<file path="config.mk">
export PLATFORM = sky130hd
export DESIGN_NAME = ttfs_encoder_flat
export DESIGN_NICKNAME = d
export VERILOG_FILES = /design/src/rtl/ttfs_encoder_if.sv /design/src/rtl/ttfs_encoder.sv /design/src/flat_wrapper.sv
export SDC_FILE = /design/constraint.sdc
export NUM_CORES = 1
export LEC_CHECK = 0
export CORE_ASPECT_RATIO = 1.5
export CORE_MARGIN = 10
export CORE_UTILIZATION = 53
export DETAILED_ROUTE_END_ITERATION = 12
export PLACE_DENSITY = 0.82
export SETUP_SLACK_MARGIN = 0.5
export SYNTH_ARGS = -nofsm -noshare
export SYNTH_HDL_FRONTEND = slang
export SYNTH_SLANG_ARGS = --single-unit
export TNS_END_PERCENT = 5
</file>
<file path="constraint.sdc">
create_clock -name CLK -period 2.6 [get_ports CLK]
set_input_delay 0.52 -clock CLK [delete_from_list [all_inputs] [get_ports CLK]]
set_output_delay 0.52 -clock CLK [all_outputs]
set_load 0.1 [all_outputs]
</file>
<file path="src/rtl/ttfs_encoder_if.sv">
// Ingress handshake bundle for the time-to-first-spike encoder.
// The host drives the valid/data pair and the encoder answers with ready.
interface ttfs_encoder_if #(
  parameter int N_CH      = 4,
  parameter int VAL_WIDTH = 5
);
  logic                      in_valid;
  logic                      in_ready;
  logic [N_CH*VAL_WIDTH-1:0] in_data;

  modport master (output in_valid, output in_data, input in_ready);
  modport slave  (input in_valid, input in_data, output in_ready);
endinterface

</file>
<file path="src/rtl/ttfs_encoder.sv">
// Multichannel time-to-first-spike encoder. An accepted word opens a window
// of 2^VAL_WIDTH cycles. Each channel emits one spike at its latched delay,
// counted from the window start. A one-cycle done pulse follows a window
// that completes normally.
module ttfs_encoder #(
  parameter int N_CH       = 4,
  parameter int VAL_WIDTH  = 5,
  parameter int INVERT     = 0,
  parameter int SILENT_MAX = 0
) (
  input  logic            CLK,
  input  logic            nRST,
  ttfs_encoder_if.slave   in_if,
  input  logic            abort,
  output logic [N_CH-1:0] spikes,
  output logic            window_start,
  output logic            busy,
  output logic            done
);

  localparam logic [VAL_WIDTH-1:0] T_MAX  = {VAL_WIDTH{1'b1}};
  localparam logic [VAL_WIDTH-1:0] T_ZERO = {VAL_WIDTH{1'b0}};
  localparam logic [VAL_WIDTH-1:0] T_ONE  = {{(VAL_WIDTH-1){1'b0}}, 1'b1};

  typedef enum logic [1:0] {
    S_IDLE = 2'd0,
    S_RUN  = 2'd1,
    S_DONE = 2'd2
  } state_t;

  state_t               r_state;
  state_t               w_state_nxt;
  logic [VAL_WIDTH-1:0] r_t;
  logic [VAL_WIDTH-1:0] w_t_nxt;
  logic                 w_load;
  logic [VAL_WIDTH-1:0] r_delay    [N_CH];
  logic [VAL_WIDTH-1:0] w_delay_in [N_CH];

  // Map each incoming channel value to its spike delay (optionally inverted).
  always_comb begin
    for (int i = 0; i < N_CH; i++) begin
      if (INVERT != 0) begin
        w_delay_in[i] = ~in_if.in_data[i*VAL_WIDTH +: VAL_WIDTH];
      end else begin
        w_delay_in[i] = in_if.in_data[i*VAL_WIDTH +: VAL_WIDTH];
      end
    end
  end

  // Next-state logic: accept in IDLE, count through RUN, abort wins over progress.
  always_comb begin
    w_state_nxt = r_state;
    w_t_nxt     = r_t;
    w_load      = 1'b0;
    case (r_state)
      S_IDLE: begin
        if (in_if.in_valid) begin
          w_state_nxt = S_RUN;
          w_t_nxt     = T_ZERO;
          w_load      = 1'b1;
        end else begin
          w_state_nxt = S_IDLE;
        end
      end
      S_RUN: begin
        if (abort) begin
          w_state_nxt = S_IDLE;
          w_t_nxt     = T_ZERO;
        end else if (r_t == T_MAX) begin
          w_state_nxt = S_DONE;
        end else begin
          w_t_nxt = r_t + T_ONE;
        end
      end
      S_DONE: begin
        w_state_nxt = S_IDLE;
        w_t_nxt     = T_ZERO;
      end
      default: begin
        w_state_nxt = S_IDLE;
        w_t_nxt     = T_ZERO;
      end
    endcase
  end

  // State and window time registers.
  always_ff @(posedge CLK or negedge nRST) begin
    if (!nRST) begin
      r_state <= S_IDLE;
      r_t     <= T_ZERO;
    end else begin
      r_state <= w_state_nxt;
      r_t     <= w_t_nxt;
    end
  end

  // Per-channel delays, captured only on the accepting edge.
  always_ff @(posedge CLK or negedge nRST) begin
    if (!nRST) begin
      for (int i = 0; i < N_CH; i++) begin
        r_delay[i] <= T_ZERO;
      end
    end else if (w_load) begin
      for (int i = 0; i < N_CH; i++) begin
        r_delay[i] <= w_delay_in[i];
      end
    end
  end

  // Spike decode from registered state only; a max delay is silent when enabled.
  always_comb begin
    spikes = {N_CH{1'b0}};
    for (int i = 0; i < N_CH; i++) begin
      if ((r_state == S_RUN) && (r_t == r_delay[i]) &&
          !((SILENT_MAX != 0) && (r_delay[i] == T_MAX))) begin
        spikes[i] = 1'b1;
      end else begin
        spikes[i] = 1'b0;
      end
    end
  end

  // Status outputs derived directly from the state register.
  always_comb begin
    in_if.in_ready = (r_state == S_IDLE);
    busy           = (r_state != S_IDLE);
    done           = (r_state == S_DONE);
    window_start   = (r_state == S_RUN) && (r_t == T_ZERO);
  end

endmodule

</file>
<file path="src/flat_wrapper.sv">
// flat-port wrapper written by rule: the top's interface ports become plain ports
module ttfs_encoder_flat 
#(
  parameter int N_CH       = 4,
  parameter int VAL_WIDTH  = 5,
  parameter int INVERT     = 0,
  parameter int SILENT_MAX = 0
)
  (CLK, nRST, abort, spikes, window_start, busy, done, in_if_in_valid, in_if_in_data, in_if_in_ready);
  ttfs_encoder_if #(.N_CH(N_CH), .VAL_WIDTH(VAL_WIDTH)) in_if_i ();
  input  logic CLK;
  input  logic nRST;
  input  logic abort;
  output logic [N_CH-1:0] spikes;
  output logic window_start;
  output logic busy;
  output logic done;
  input wire logic [$bits(in_if_i.in_valid)-1:0] in_if_in_valid;
  input wire logic [$bits(in_if_i.in_data)-1:0] in_if_in_data;
  output wire logic [$bits(in_if_i.in_ready)-1:0] in_if_in_ready;
  assign in_if_i.in_valid = in_if_in_valid;
  assign in_if_i.in_data = in_if_in_data;
  assign in_if_in_ready = in_if_i.in_ready;
  ttfs_encoder #(.N_CH(N_CH), .VAL_WIDTH(VAL_WIDTH), .INVERT(INVERT), .SILENT_MAX(SILENT_MAX)) u_core (.CLK(CLK), .nRST(nRST), .in_if(in_if_i), .abort(abort), .spikes(spikes), .window_start(window_start), .busy(busy), .done(done));
endmodule
</file>
* Word level (Yosys, flattened, before mapping) *
Cells that the tools add are included.

storage, ports and cells
  input bits = 24
  logic and storage cells = 40
  bits in registers = 27
  output and inout bits = 8

operators by class
  reduce and logical (&&, ||, !) cells = 9
  $add $sub $neg = 1
  muxes and demuxes = 14
  eq/ne operators = 10

operator list
  operator               count
  $eq A5 B5 Y1           4
  $mux W5                3
  $pmux W5 S2            1
  $mux W1                7
  $add A5 B1 Y5 const B  1
  $eq A5 B5 Y1 const B   1
  $logic_and A1 B1 Y1    5
  $logic_not A5 Y1       1
  $mux W2                2
  $pmux W2 S2            1
  $ne A3 B2 Y1 const B   1
  $ne A3 B3 Y1 const B   1
  $eq A2 B1 Y1 const B   1
  $eq A2 B2 Y1 const B   1
  $logic_not A2 Y1       1
  $ne A2 B2 Y1 const B   1
  $reduce_and A2 Y1      1
  $reduce_bool A2 Y1     1

* Longest topological paths before layout *
  depth in word-level cells = 4
  mapped depth = 6

* Worst setup path after synthesis *
Ideal clock, no wire load.

  kind = flip-flop to output port
  start point = register u_core.r_t[0]
  end point = output port window_start
  setup slack = -1.497 ns
  data required time = 2.080 ns
  stages on the path, launching flop included = 6
  arrival = 3.577 ns
  cell sequence = dfrtp_1 buf_2 inv_1 ha_1 nand2b_1 nor4_1

between the ends
  word-level cells in the longest chain between the ends = 2

RTL lines
  item                    RTL line             RTL
  start, declared         ttfs_encoder.sv:33   logic [VAL_WIDTH-1:0] r_t;
  start signal, assigned  ttfs_encoder.sv:93   r_t <= w_t_nxt;
  $logic_not A5 Y1        ttfs_encoder.sv:128  window_start = (r_state == S_RUN) && (r_t == T_ZERO);
  $logic_and A1 B1 Y1     ttfs_encoder.sv:128
  end, declared           flat_wrapper.sv:15   output logic window_start;

No other way between the ends.

* Final worst setup path *
  start point = register u_core.r_t[4]
  end point = output port spikes[2]

between the ends
  word-level cells in the longest chain between the ends = 3

RTL lines
  item                 RTL line             RTL
  $eq A5 B5 Y1         ttfs_encoder.sv:114  if ((r_state == S_RUN) && (r_t == r_delay[i]) &&
  $logic_and A1 B1 Y1  ttfs_encoder.sv:114
  $mux W1              ttfs_encoder.sv:114
  end, declared        flat_wrapper.sv:14   output logic [N_CH-1:0] spikes;

No other way between the ends.

==> reports/metrics.csv <==
metric,value,unit
worst setup margin,441.4,ps
CTS buffer count,3,
RSZ-0062 raised after global routing,true,
slew margin rel.,72.30,%
core area,2477,µm²
fin crit share,83.02,%
Final Setup Violations,0,
Worst Tran Pin Value,412.3,ps
CTS tree,built,
Power Total,0.001187,W
fmax,0.4633,GHz
Die ar.,5136,µm²
P per Cell Area,613.1,nW/µm²
Filler cells,169,
worst-path fanout max,6,
GRT Total Usage,13.10,%
detailed-route via count,1005,
CP startpoint kind,flip-flop,
root buf cell,clkbuf_4,
Yosys top cell area share,48.30,%
initial antenna violation count,0,
number of nets with antenna violations after routing,0,
critical path arrival,1640,ps
Die W,61.95,µm
CP Data Required Time,2080,ps
first-pass detailed-route iteration total,4,
I/O Buffers,31,
Max Slew Vio Count,0,
Layout Skew,3.115,ps
Initial Util,56.46,%
number of synthesized register bits,27,
worst-skew pair later-pin latency,320,ps
routed vias/inst,5.776,
area grow syn2layout,38.46,%
status,completed,
vias in the first global route,1175,
Mapped Area,1399,µm²
share of layout cells above drive strength 1,41.33,%
# IOs,32,
leakage,0.7901,nW
Ys Warns,0,
Fin. Hold Viols,0,
post-route minimum period,2159,ps
dpl ws,513.5,ps
max cap viols,0,
"Seq/Total Area, Yosys",48.30,%
Crit. End Element,primary output,
H-tree levels,1,
Hold Crit Class,input pin to asynchronous set/reset pin,
CTS sink cnt,27,
"area leader, netlist",dfrtp_1,
drt wl/cell,17.99,µm
initial DRC count,20,
DIE HEIGHT,82.92,µm
Max clock buf depth,2,
Final GP Congestion,0.8353,
Setup CP Type,flip-flop to primary output,
syn nets,141,
diodes inserted,0,
# rows,22,
number of remaining DRC errors,0,
Peak VDD IR,451.3,µV
post-DP HPWL,2257,µm
largest net degree at the start of global routing,28,
Nets,178,
final WL,3130,µm
Area contributors post-synth,"dfrtp_1 48%, mux2_2 17%, xnor2_1 10%",
first-pass GRT wire length,5326,µm
clock-pin slew of the registers on the worst-case setup and hold paths,140,ps
grt ovf,0,
Post-Synthesis Cells,114,
Total Neg Setup Slack,0,ps
Netlist cell types,29,
Mean Syn Cell Area,12.27,µm²
-- final timing paths --
path	cells after the start	to	slack [ps]	startpoint
min in group CLK	1	u_core.r_delay[16]$_DFFE_PN0P_	550	u_core.r_delay[16]$_DFFE_PN0P_
setup / recovery	4	spikes[2]	440	u_core.r_t[4]$_DFFE_PN0P_
setup reg to reg	7	u_core.r_t[3]$_DFFE_PN0P_	460	u_core.r_t[1]$_DFFE_PN0P_
hold / removal	2	u_core.r_state[1]$_DFFE_PN0P_	540	nRST
hold reg to reg	1	u_core.r_delay[16]$_DFFE_PN0P_	550	u_core.r_delay[16]$_DFFE_PN0P_
max in group asynchronous	2	u_core.r_t[2]$_DFFE_PN0P_	1780	nRST
-- cell usage in the layout, fill, tap and decap left out, drive strengths merged, types with 3 or more instances in the layout --
cell,Yosys,routed
xnor2,16,16
xor2,4,4
nand4,4,4
clkbuf,1,4
mux2,21,21
dfrtp,27,27
clkdlybuf4s50,0,23
inv,4,4
ha,3,3
nor3,5,5
buf,6,16
-- registers in the layout, indices dropped and copies added (netlist names) --
signal	cells
u_core.r_state	2
u_core.r_t	5
u_core.r_delay	20
-- final cells by class --
type                    instances  area [µm²]  share of cell area (%)
inverters                       4       15.01                  0.7752
well taps                      24       30.03                   1.550
clock buffers                   4       26.28                   1.357
flip-flops and latches         27       681.9                   35.21
repair buffers                 39       416.7                   21.51
multi-input cells              76       767.0                   39.60
-- kinds of logic (layout without fill, tap and decap cells) --
group / count (synthesis) / after routing / share of synthesized area (%)
AOI/OAI and AO/OA: 8 / 8 / 4.294
and+or+nand+nor: 24 / 24 / 10.73
adders and majority gates: 3 / 3 / 2.684
DFF: 27 / 27 / 48.30
xor gates and xnor gates: 20 / 20 / 12.52
muxes: 21 / 21 / 16.91
buffers and inverters: 11 / 47 / 4.561
-- Yosys cell counts (all sizes together) --
master / number
a21oi: 2
a22o: 2
and2: 1
and2b: 1
and3: 1
and3b: 1
buf: 6
clkbuf: 1
dfrtp: 27
ha: 3
inv: 4
mux2: 21
nand2b: 2
nand3: 1
nand4: 4
nor2: 2
nor2b: 1
nor3: 5
nor3b: 1
nor4: 1
o21ba: 1
o21bai: 1
o31ai: 2
or2: 1
or4: 2
xnor2: 16
xor2: 4
-- per-stage QoR --
step / cells / cell area, µm² / hold slack [ps] / util (%)
2_1_floorplan: 114 / 1466 / 224.4 / -
3_3_place_gp: 164 / 1815 / 511.4 / 73.28
3_5_place_dp: 164 / 1815 / 518.1 / 73.28
4_1_cts: 173 / 1901 / 550.3 / 76.72
5_1_grt: 174 / 1937 / 576.4 / 78.18
6_report: 174 / 1937 / 544.2 / 78.18
-- layer usage --
metal	wire length, µm	vias to the layer above	track usage [%]
li1	-	467	-
met1	1152	505	13.55
met2	1765	27	23.32
met4	39	0	4.268
met5	0	-	0
met3	174	6	3.963
-- where the power goes --
group / switching [W] / leakage, nW / total, W / internal, W
sequential: 0.0000706 / 0.320 / 0.000568 / 0.000498
combinational: 0.000221 / 0.455 / 0.000440 / 0.000218
clock: 0.000119 / 0.0150 / 0.000180 / 0.0000601
total: 0.000411 / 0.790 / 0.00119 / 0.000776
-- worst max-delay path, cell delays in order (launching register included) --
cell and delay [ps]:
dfrtp_2 510, xnor2_1 180, nand4_1 180, nor3_4 240, buf_12 200
-- timing repair --
action / 4_1_cts / 5_1_grt
setup buffers: 5 / 1
setup endpoints to repair: 6 / 8
pin swaps: 5 / 6
gates resized for setup: 8 / 6
cloned: 0 / 0
hold buffers: 0 / 0
(Power assumes the default switching activity.)
